**src/rtl/cmd_frm_rcv.sv**
```systemverilog
// cmd_frm_rcv: serial command-frame receiver. Deserialises 8N1 bytes from
// the host link and assembles three of them into a 24-bit command word
// (byte0 in [23:16]) presented with a ready flag.
// Optional build macro FRM_PARITY_EN switches the link format to 8E1 and
// adds parity checking; without it the receiver is plain 8N1.
module cmd_frm_rcv #(
    parameter int BAUD_DIV = 2604,  // clocks per bit, 8..65535
    parameter int GAP_BITS = 20     // idle bit-times tolerated inside a frame
) (
    input  logic        clk,
    input  logic        rst,
    input  logic        RX,
    input  logic        clr_rdy,
    output logic [23:0] cfg_data,
    output logic        frm_rdy,
    output logic        frm_err
);

    localparam int BW      = $clog2(BAUD_DIV);
    localparam int GAP_LIM = GAP_BITS * BAUD_DIV;
    localparam int GW      = $clog2(GAP_LIM + 1);

    localparam logic [BW-1:0] BIT_LAST  = BW'(BAUD_DIV - 1);
    localparam logic [BW-1:0] HALF_LAST = BW'(BAUD_DIV / 2 - 1);
    localparam logic [GW-1:0] GAP_LAST  = GW'(GAP_LIM - 1);
    localparam logic [GW-1:0] GAP_MAX   = GW'(GAP_LIM);

    typedef enum logic [2:0] {
        S_IDLE    = 3'd0,
        S_START   = 3'd1,
        S_DATA    = 3'd2,
`ifdef FRM_PARITY_EN
        S_PARITY  = 3'd3,
`endif
        S_STOP    = 3'd4,
        S_WAIT_HI = 3'd5
    } state_t;

    logic          r_sync1, r_sync2;
    state_t        r_state, w_next;
    logic [BW-1:0] r_baud_cnt;
    logic [2:0]    r_bit_cnt;
    logic [7:0]    r_shift;
    logic [1:0]    r_byte_cnt;
    logic [7:0]    r_stage0, r_stage1;
    logic [GW-1:0] r_gap_cnt;
    logic [23:0]   r_cfg;
    logic          r_rdy, r_err;

    logic w_rx, w_tick, w_byte_ok, w_err_set, w_frm_done, w_gap_exp, w_par_ok;

    assign w_rx = r_sync2;

    // Two-flop synchroniser for the asynchronous RX line; idles high.
    always_ff @(posedge clk or posedge rst) begin
        if (rst) begin
            r_sync1 <= 1'b1;
            r_sync2 <= 1'b1;
        end else begin
            // NOTE: non-blocking assignments let r_sync2 take the previous r_sync1, forming a real two-stage chain.
            r_sync1 <= RX;
            r_sync2 <= r_sync1;
        end
    end

    // Bit state machine: state register.
    always_ff @(posedge clk or posedge rst) begin
        if (rst) r_state <= S_IDLE;
        else     r_state <= w_next;
    end

    // Bit state machine: next-state decode.
    always_comb begin
        // NOTE: default first, so every path assigns w_next and no latch is inferred.
        w_next = r_state;
        case (r_state)
            S_IDLE:    if (!w_rx)  w_next = S_START;
            S_START:   if (w_tick) w_next = w_rx ? S_IDLE : S_DATA;
`ifdef FRM_PARITY_EN
            S_DATA:    if (w_tick && r_bit_cnt == 3'd7) w_next = S_PARITY;
            S_PARITY:  if (w_tick) w_next = S_STOP;
`else
            S_DATA:    if (w_tick && r_bit_cnt == 3'd7) w_next = S_STOP;
`endif
            S_STOP:    if (w_tick) w_next = w_rx ? S_IDLE : S_WAIT_HI;
            S_WAIT_HI: if (w_rx)   w_next = S_IDLE;
            default:   w_next = S_IDLE;
        endcase
    end

    // Bit state machine: sample strobe, byte-accept and error strobes.
    always_comb begin
        w_tick    = (r_state == S_START) ? (r_baud_cnt == HALF_LAST)
                                         : (r_baud_cnt == BIT_LAST);
        w_byte_ok = 1'b0;
        w_err_set = 1'b0;
        case (r_state)
`ifdef FRM_PARITY_EN
            S_PARITY: w_err_set = w_tick && (^{r_shift, w_rx});
`endif
            S_STOP: begin
                w_byte_ok = w_tick && w_rx && w_par_ok;
                w_err_set = w_tick && !w_rx;
            end
            default: ;
        endcase
        w_frm_done = w_byte_ok && (r_byte_cnt == 2'd2);
        w_gap_exp  = (r_state == S_IDLE) && (r_byte_cnt != 2'd0) && (r_gap_cnt == GAP_LAST);
    end

    // Baud counter restarts at each sample; data bits shift in LSB first.
    always_ff @(posedge clk or posedge rst) begin
        if (rst) begin
            r_baud_cnt <= '0;
            r_bit_cnt  <= '0;
            r_shift    <= '0;
        end else begin
            if (r_state == S_IDLE || r_state == S_WAIT_HI || w_tick) r_baud_cnt <= '0;
            else                                                     r_baud_cnt <= r_baud_cnt + BW'(1);
            if (r_state == S_IDLE) begin
                r_bit_cnt <= '0;
            end else if (r_state == S_DATA && w_tick) begin
                r_bit_cnt <= r_bit_cnt + 3'd1;
                r_shift   <= {w_rx, r_shift[7:1]};
            end
        end
    end

`ifdef FRM_PARITY_EN
    logic r_par_err;

    // A parity failure vetoes the byte; the stop bit is still consumed.
    always_ff @(posedge clk or posedge rst) begin
        if (rst)                    r_par_err <= 1'b0;
        else if (r_state == S_IDLE) r_par_err <= 1'b0;
        else if (w_err_set && r_state == S_PARITY) r_par_err <= 1'b1;
    end

    assign w_par_ok = !r_par_err;
`else
    assign w_par_ok = 1'b1;
`endif

    // Inter-byte gap timer: runs only while idle inside a partial frame, saturates.
    always_ff @(posedge clk or posedge rst) begin
        if (rst)                    r_gap_cnt <= '0;
        else if (r_state != S_IDLE) r_gap_cnt <= '0;
        else if (r_byte_cnt != 2'd0 && r_gap_cnt != GAP_MAX) r_gap_cnt <= r_gap_cnt + GW'(1);
    end

    // Frame assembly, ready flag (completion beats clear) and error pulse.
    always_ff @(posedge clk or posedge rst) begin
        if (rst) begin
            r_byte_cnt <= '0;
            // NOTE: the staging bytes are ordinary flops, so they get a reset value like everything else.
            r_stage0   <= '0;
            r_stage1   <= '0;
            r_cfg      <= '0;
            r_rdy      <= 1'b0;
            r_err      <= 1'b0;
        end else begin
            r_err <= w_err_set;
            if (w_byte_ok) begin
                case (r_byte_cnt)
                    2'd0: begin
                        r_stage0   <= r_shift;
                        r_byte_cnt <= 2'd1;
                    end
                    2'd1: begin
                        r_stage1   <= r_shift;
                        r_byte_cnt <= 2'd2;
                    end
                    default: begin
                        r_cfg      <= {r_stage0, r_stage1, r_shift};
                        r_byte_cnt <= 2'd0;
                    end
                endcase
            end else if (w_err_set || w_gap_exp) begin
                r_byte_cnt <= 2'd0;
            end
            if (w_frm_done)   r_rdy <= 1'b1;
            else if (clr_rdy) r_rdy <= 1'b0;
        end
    end

    assign cfg_data = r_cfg;
    assign frm_rdy  = r_rdy;
    assign frm_err  = r_err;

endmodule

```
**config.mk**
```make
export PLATFORM = sky130hd
export DESIGN_NAME = cmd_frm_rcv
export DESIGN_NICKNAME = d
export VERILOG_FILES = /design/src/rtl/cmd_frm_rcv.sv
export SDC_FILE = /design/constraint.sdc
export NUM_CORES = 1
export LEC_CHECK = 0
export CORE_UTILIZATION = 45
export CTS_BUF_LIST = sky130_fd_sc_hd__clkbuf_2
export DETAILED_ROUTE_END_ITERATION = 10
export GPL_ROUTABILITY_DRIVEN = 0
export PLACE_DENSITY = 0.63
export SYNTH_ARGS = -nofsm -noshare
export SYNTH_HDL_FRONTEND = slang
export SYNTH_SLANG_ARGS = --single-unit
```
**constraint.sdc**
```tcl
create_clock -name clk -period 3.9 [get_ports clk]
set_input_delay 0.78 -clock clk [delete_from_list [all_inputs] [get_ports clk]]
set_output_delay 0.78 -clock clk [all_outputs]
set_load 0.005 [all_outputs]
```
# Yosys cells after proc, flatten, opt, wreduce, memory -nomap -nowiden
# Cells that the tools add are included.
[classes]
addsub = 3
n_eq_ne = 16
n_mux = 21
n_reduce_logical = 26
bitwise = 2
[ops]
columns = ["operator", "count"]
rows = [
  ["16-bit two-way mux", 2],
  ["3-bit two-way mux", 8],
  ["16-bit by 1-bit adder with 16-bit output (second input constant)", 1],
  ["16-bit == test (second input constant)", 1],
  ["16-bit != test (second input constant)", 1],
  ["3-bit one-hot mux with 5 select lines", 1],
  ["12-bit by 1-bit adder with 12-bit output (second input constant)", 1],
  ["12-bit by 11-bit == test with 1-bit output (second input constant)", 1],
  ["12-bit == test (second input constant)", 1],
  ["12-bit two-way mux", 1],
  ["2-bit != test (second input constant)", 5],
  ["2-bit nonzero test", 5],
  ["3-bit == test (second input constant)", 3],
  ["1-bit logical AND", 8],
  ["2-bit AND reduction", 4],
  ["2-bit two-way mux", 3],
  ["1-bit two-way mux", 5],
  ["5-bit AND reduction", 1],
  ["2-bit one-hot mux with 2 select lines", 1],
  ["3-bit by 1-bit adder with 3-bit output (second input constant)", 1],
  ["3-bit by 1-bit == test with 1-bit output (second input constant)", 1],
  ["3-bit by 2-bit == test with 1-bit output (second input constant)", 1],
  ["3-bit logical NOT", 1],
  ["1-bit logical OR", 3],
  ["7 further kinds", 8],
]
[totals]
out_inout_bits = 26
reg_bits = 88
input_bits = 4
wordCells = 81

# Depth between registers and ports, before layout
[logic_depth]
depth_word = 7
depth_mapped = 7

# Least setup slack after synthesis
# OpenSTA, ideal clock, no wires.
[synth_path]
path_kind = "register to register"
startpoint = "register r_state[0]"
endpoint = "register r_cfg[10] (netlist: cfg_data[10])"
setup_slack_ps = 1884
path_buffers = 2
arrival_time_ps = 1891
synth_period_minus_slack_ps = 2016
stages_incl_launch_ff = 8
setup_time_ps = 125
cell_sequence = "dfrtp_1 -> nor3b_2 -> or3_1 -> a21boi_2 -> buf_4 -> nand4_4 -> buf_6 -> mux2_4"
[synth_via]
elab_chain_cells = 5
[synth_lines]
columns = ["element", "line_no", "rtl"]
rows = [
  ["start: declaration", "40", "state_t r_state, w_next;"],
  ["start signal: assignment", "69", "else r_state <= w_next;"],
  ["3-bit by 1-bit == test with 1-bit output", "93", "w_tick = (r_state == S_START) ? (r_baud_cnt == HALF_LAST)"],
  ["1-bit two-way mux", "93", ""],
  ["1-bit logical AND", "102", "w_byte_ok = w_tick && w_rx && w_par_ok;"],
  ["1-bit two-way mux *", "97", "case (r_state)"],
  ["2-bit AND reduction (no line) *", "--", ""],
  ["end signal: assignment", "174", "r_cfg <= {r_stage0, r_stage1, r_shift};"],
  ["end: declaration", "47", "logic [23:0] r_cfg;"],
]
# Mark *: on every way between the ends. The rest lies on a longest branch, timed or not.
# A chain may end at the register's enable or synchronous reset.

# Worst setup path in the final report
[layout_path]
startpoint = "register r_state[0]"
endpoint = "register r_cfg[12] (netlist: cfg_data[12])"
# The elaborated chain is that of the path after synthesis.

==> impl_metrics.ini <==
[worst_setup_path]
end_kind = flop
cp_num_buf_inv = 0
worstPathCellList = nor3b_2 -> or3_1 -> a21boi_2 -> nand4_4 -> mux2_4
worstPathMaxFanout = 25
reg2reg_slack_ns = 1.26
critPathArrivalTime_ns = 3.07
worstReg2RegStart = r_state[0]$_DFFE_PP0P_
critPathSlowestCell = nand4_4
reg2reg_to = cfg_data[12]$_DFFE_PP0P_
slowest_delay_ns = 0.56
cp_top_family = simple AND/OR/NAND/NOR gates
crit_path_start_kind = flop
worstSetupPathType = reg2reg
required_ns = 4.33
reg2reg_depth = 5

[routing]
drcViolationCount = 0
dr.pass1.iters = 4
initialDrtViolationCount = 73
dr_total_vias = 2369
antenna_left = 0
via_per_inst = 5.218
wire_per_inst_um = 14.51
finalWirelength_um = 6587

[power]
p_leak_nw = 2.010
power.density_mw_per_mm2 = 311.9
p_total_mw = 1.368
vdd_drop_max_uv = 205.9

[die]
die_area_mm2 = 0.009035
die_x_um = 95.05
die_h_um = 95.05
start_util_pct = 46.95
core_mm2 = 0.008299
row_count = 33
io-pin-count = 30

[clocking]
cts_tree = done
ctsHtreeMaxLevel = 3
cts_resized = 0
clock-root-buffer = clkbuf_2
post_cts_buffers = 0
clk_pin_slew_ns = 0.24
cts_buffers = 9
cts.sinks = 88
cts_buffer_depth = 2
insertion_delay_ns = 0.52
holdBufCountCts = 0

[placed_design]
post_dp_cell_area_mm2 = 0.004284
hpwl_um = 4318
numPortBuffers = 29

[outcome]
status = complete, no violations

[synthesis]
synth_cells = 312
async_flop_share_pct = 100.0
ys.flop_type = dfrtp_1
syn_nets = 321
synth_cell_type_count = 44
synth-seq-area-share_pct = 56.58
synth_edf_count = 0
ys_ff_latch = 88
yosys_warnings = 0
netlist_area_mm2 = 0.003896
syn-mean-instance-area_um2 = 12.49

[timing]
timing.hold.ws_ns = 0.3746
post-route-min-period_ns = 2.645
post-route-period-util_pct = 67.81
rsz0062_at_grt = false
setup-tns-final_ns = 0
hold_viol = 0
slew_violations = 0
worstMarginPinSlew_ns = 0.7083
clock_skew_ns = 0.02709
max_slew_margin_pct = 52.78
fmax_ghz = 0.3781
setup_viol = 0

[layout]
finalInstanceArea_mm2 = 0.004385
fillCellCount = 724
regArea_mm2 = 0.002205
most-common-layout-cells = dfrtp_1 (86), nor2_1 (30), clkdlybuf4s50_1 (29)
multi_input_area_mm2 = 0.001599
final_nets = 353
diodes = 0
layout-drive-gt1-share_pct = 20.92
final_common_cell = dfrtp_1
syn2layout_area_growth_pct = 12.56

[min_path]
min_from = r_sync1$_DFF_PP1_
whs_endpoint = r_sync2$_DFF_PP1_
hold_class = reg2reg
worst_hold_path.num_cells = 0

[grt]
track_usage_pct = 16.20
grt_pass1_wl_um = 11080
antenna_found_initial = 0
grt_max_degree = 53
grt_pass1_vias = 2312
grt_overflow = 0

[run]
maxCapViolCount = 0
==> where the power goes <==
| part | total [mW] | switching, mW | internal (mW) |
|---|---|---|---|
| registers | 0.918 | 0.00146 | 0.917 |
| clock network | 0.426 | 0.328 | 0.0980 |
| logic | 0.0236 | 0.0185 | 0.00513 |
==> registers in the layout, summed over array words and instances, names as in the netlist, 2 cells and up <==
signal / cells
r_state: 3
r_byte_cnt: 2
r_stage0: 8
r_baud_cnt: 12
r_gap_cnt: 16
r_shift: 8
r_bit_cnt: 3
cfg_data: 24
r_stage1: 8
==> final cells by class <==
| type | instances | area share (%) |
|---|---|---|
| Multi-Input combinational cell | 205 | 36.46 |
| Clock buffer | 10 | 1.141 |
| Inverter | 10 | 0.8844 |
| Sequential cell | 88 | 50.27 |
| Tap cell | 105 | 2.996 |
| Clock inverter | 6 | 1.170 |
| Timing Repair Buffer | 30 | 7.076 |
==> cell usage after synthesis, drive strengths merged (2+ instances only) <==
library cell,count,share of area (%)
o21ai,9,1.2
or3,6,0.96
nand2,17,1.6
nand3b,2,0.39
xnor2,9,2.0
dfstp,2,1.3
and4,5,1.1
and2,2,0.32
xor2,11,2.5
nor2,30,2.9
nand3,10,1.3
ha,5,1.6
a21oi,7,0.90
inv,10,0.96
or2,2,0.32
nor3,7,0.90
nand4b,2,0.45
mux2,47,15
nor2b,5,0.80
and3,2,0.32
dfrtp,86,55
clkbuf,4,0.39
buf,5,1.0
nand4,8,1.7
mux2i,3,0.77
nor4b,2,0.45
==> stage by stage <==
| step | setup WS (ns) | cells | util, % |
|---|---|---|---|
| after floorplan | 0.8448 | 312 | - |
| after global placement | 1.324 | 438 | 51.62 |
| after detailed placement | 1.279 | 438 | 51.62 |
| after CTS | 1.225 | 454 | 52.84 |
| after global routing | 1.055 | 454 | 52.84 |
| final | 1.255 | 454 | 52.84 |
==> layer usage <==
| layer | track usage [%] | vias up | part of all wire, % |
|---|---|---|---|
| met4 | 4.545 | 0 | 0.44 |
| met3 | 4.944 | 2 | 3.1 |
| met2 | 26.02 | 34 | 48 |
| met5 | 0 | - | 0 |
| met1 | 21.22 | 1169 | 49 |
| li1 | - | 1164 | - |
==> kinds of logic after synthesis <==
group	Yosys count	share of synthesized area, %
multiplexers	50	16.18
XOR/XNOR	20	4.496
flip-flops	88	56.58
adder cells (fa/ha/maj)	5	1.606
AO/OA/AOI/OAI	25	4.046
AND/OR/NAND/NOR	105	14.71
buffers and inverters	19	2.376
==> how the worst max path moves through the flow <==
stage	cells after the start	endpoint	slack, ns	start
after floorplan	1	cfg_data[0]$_DFFE_PP0P_	0.84	rst
after global placement	5	cfg_data[5]$_DFFE_PP0P_	1.32	r_state[0]$_DFFE_PP0P_
after detailed placement	5	cfg_data[12]$_DFFE_PP0P_	1.28	r_state[0]$_DFFE_PP0P_
after CTS	5	cfg_data[12]$_DFFE_PP0P_	1.23	r_state[0]$_DFFE_PP0P_
after global routing	5	cfg_data[18]$_DFFE_PP0P_	1.06	r_state[0]$_DFFE_PP0P_
final	5	cfg_data[12]$_DFFE_PP0P_	1.26	r_state[0]$_DFFE_PP0P_
Power figures use the tool's default switching activity.
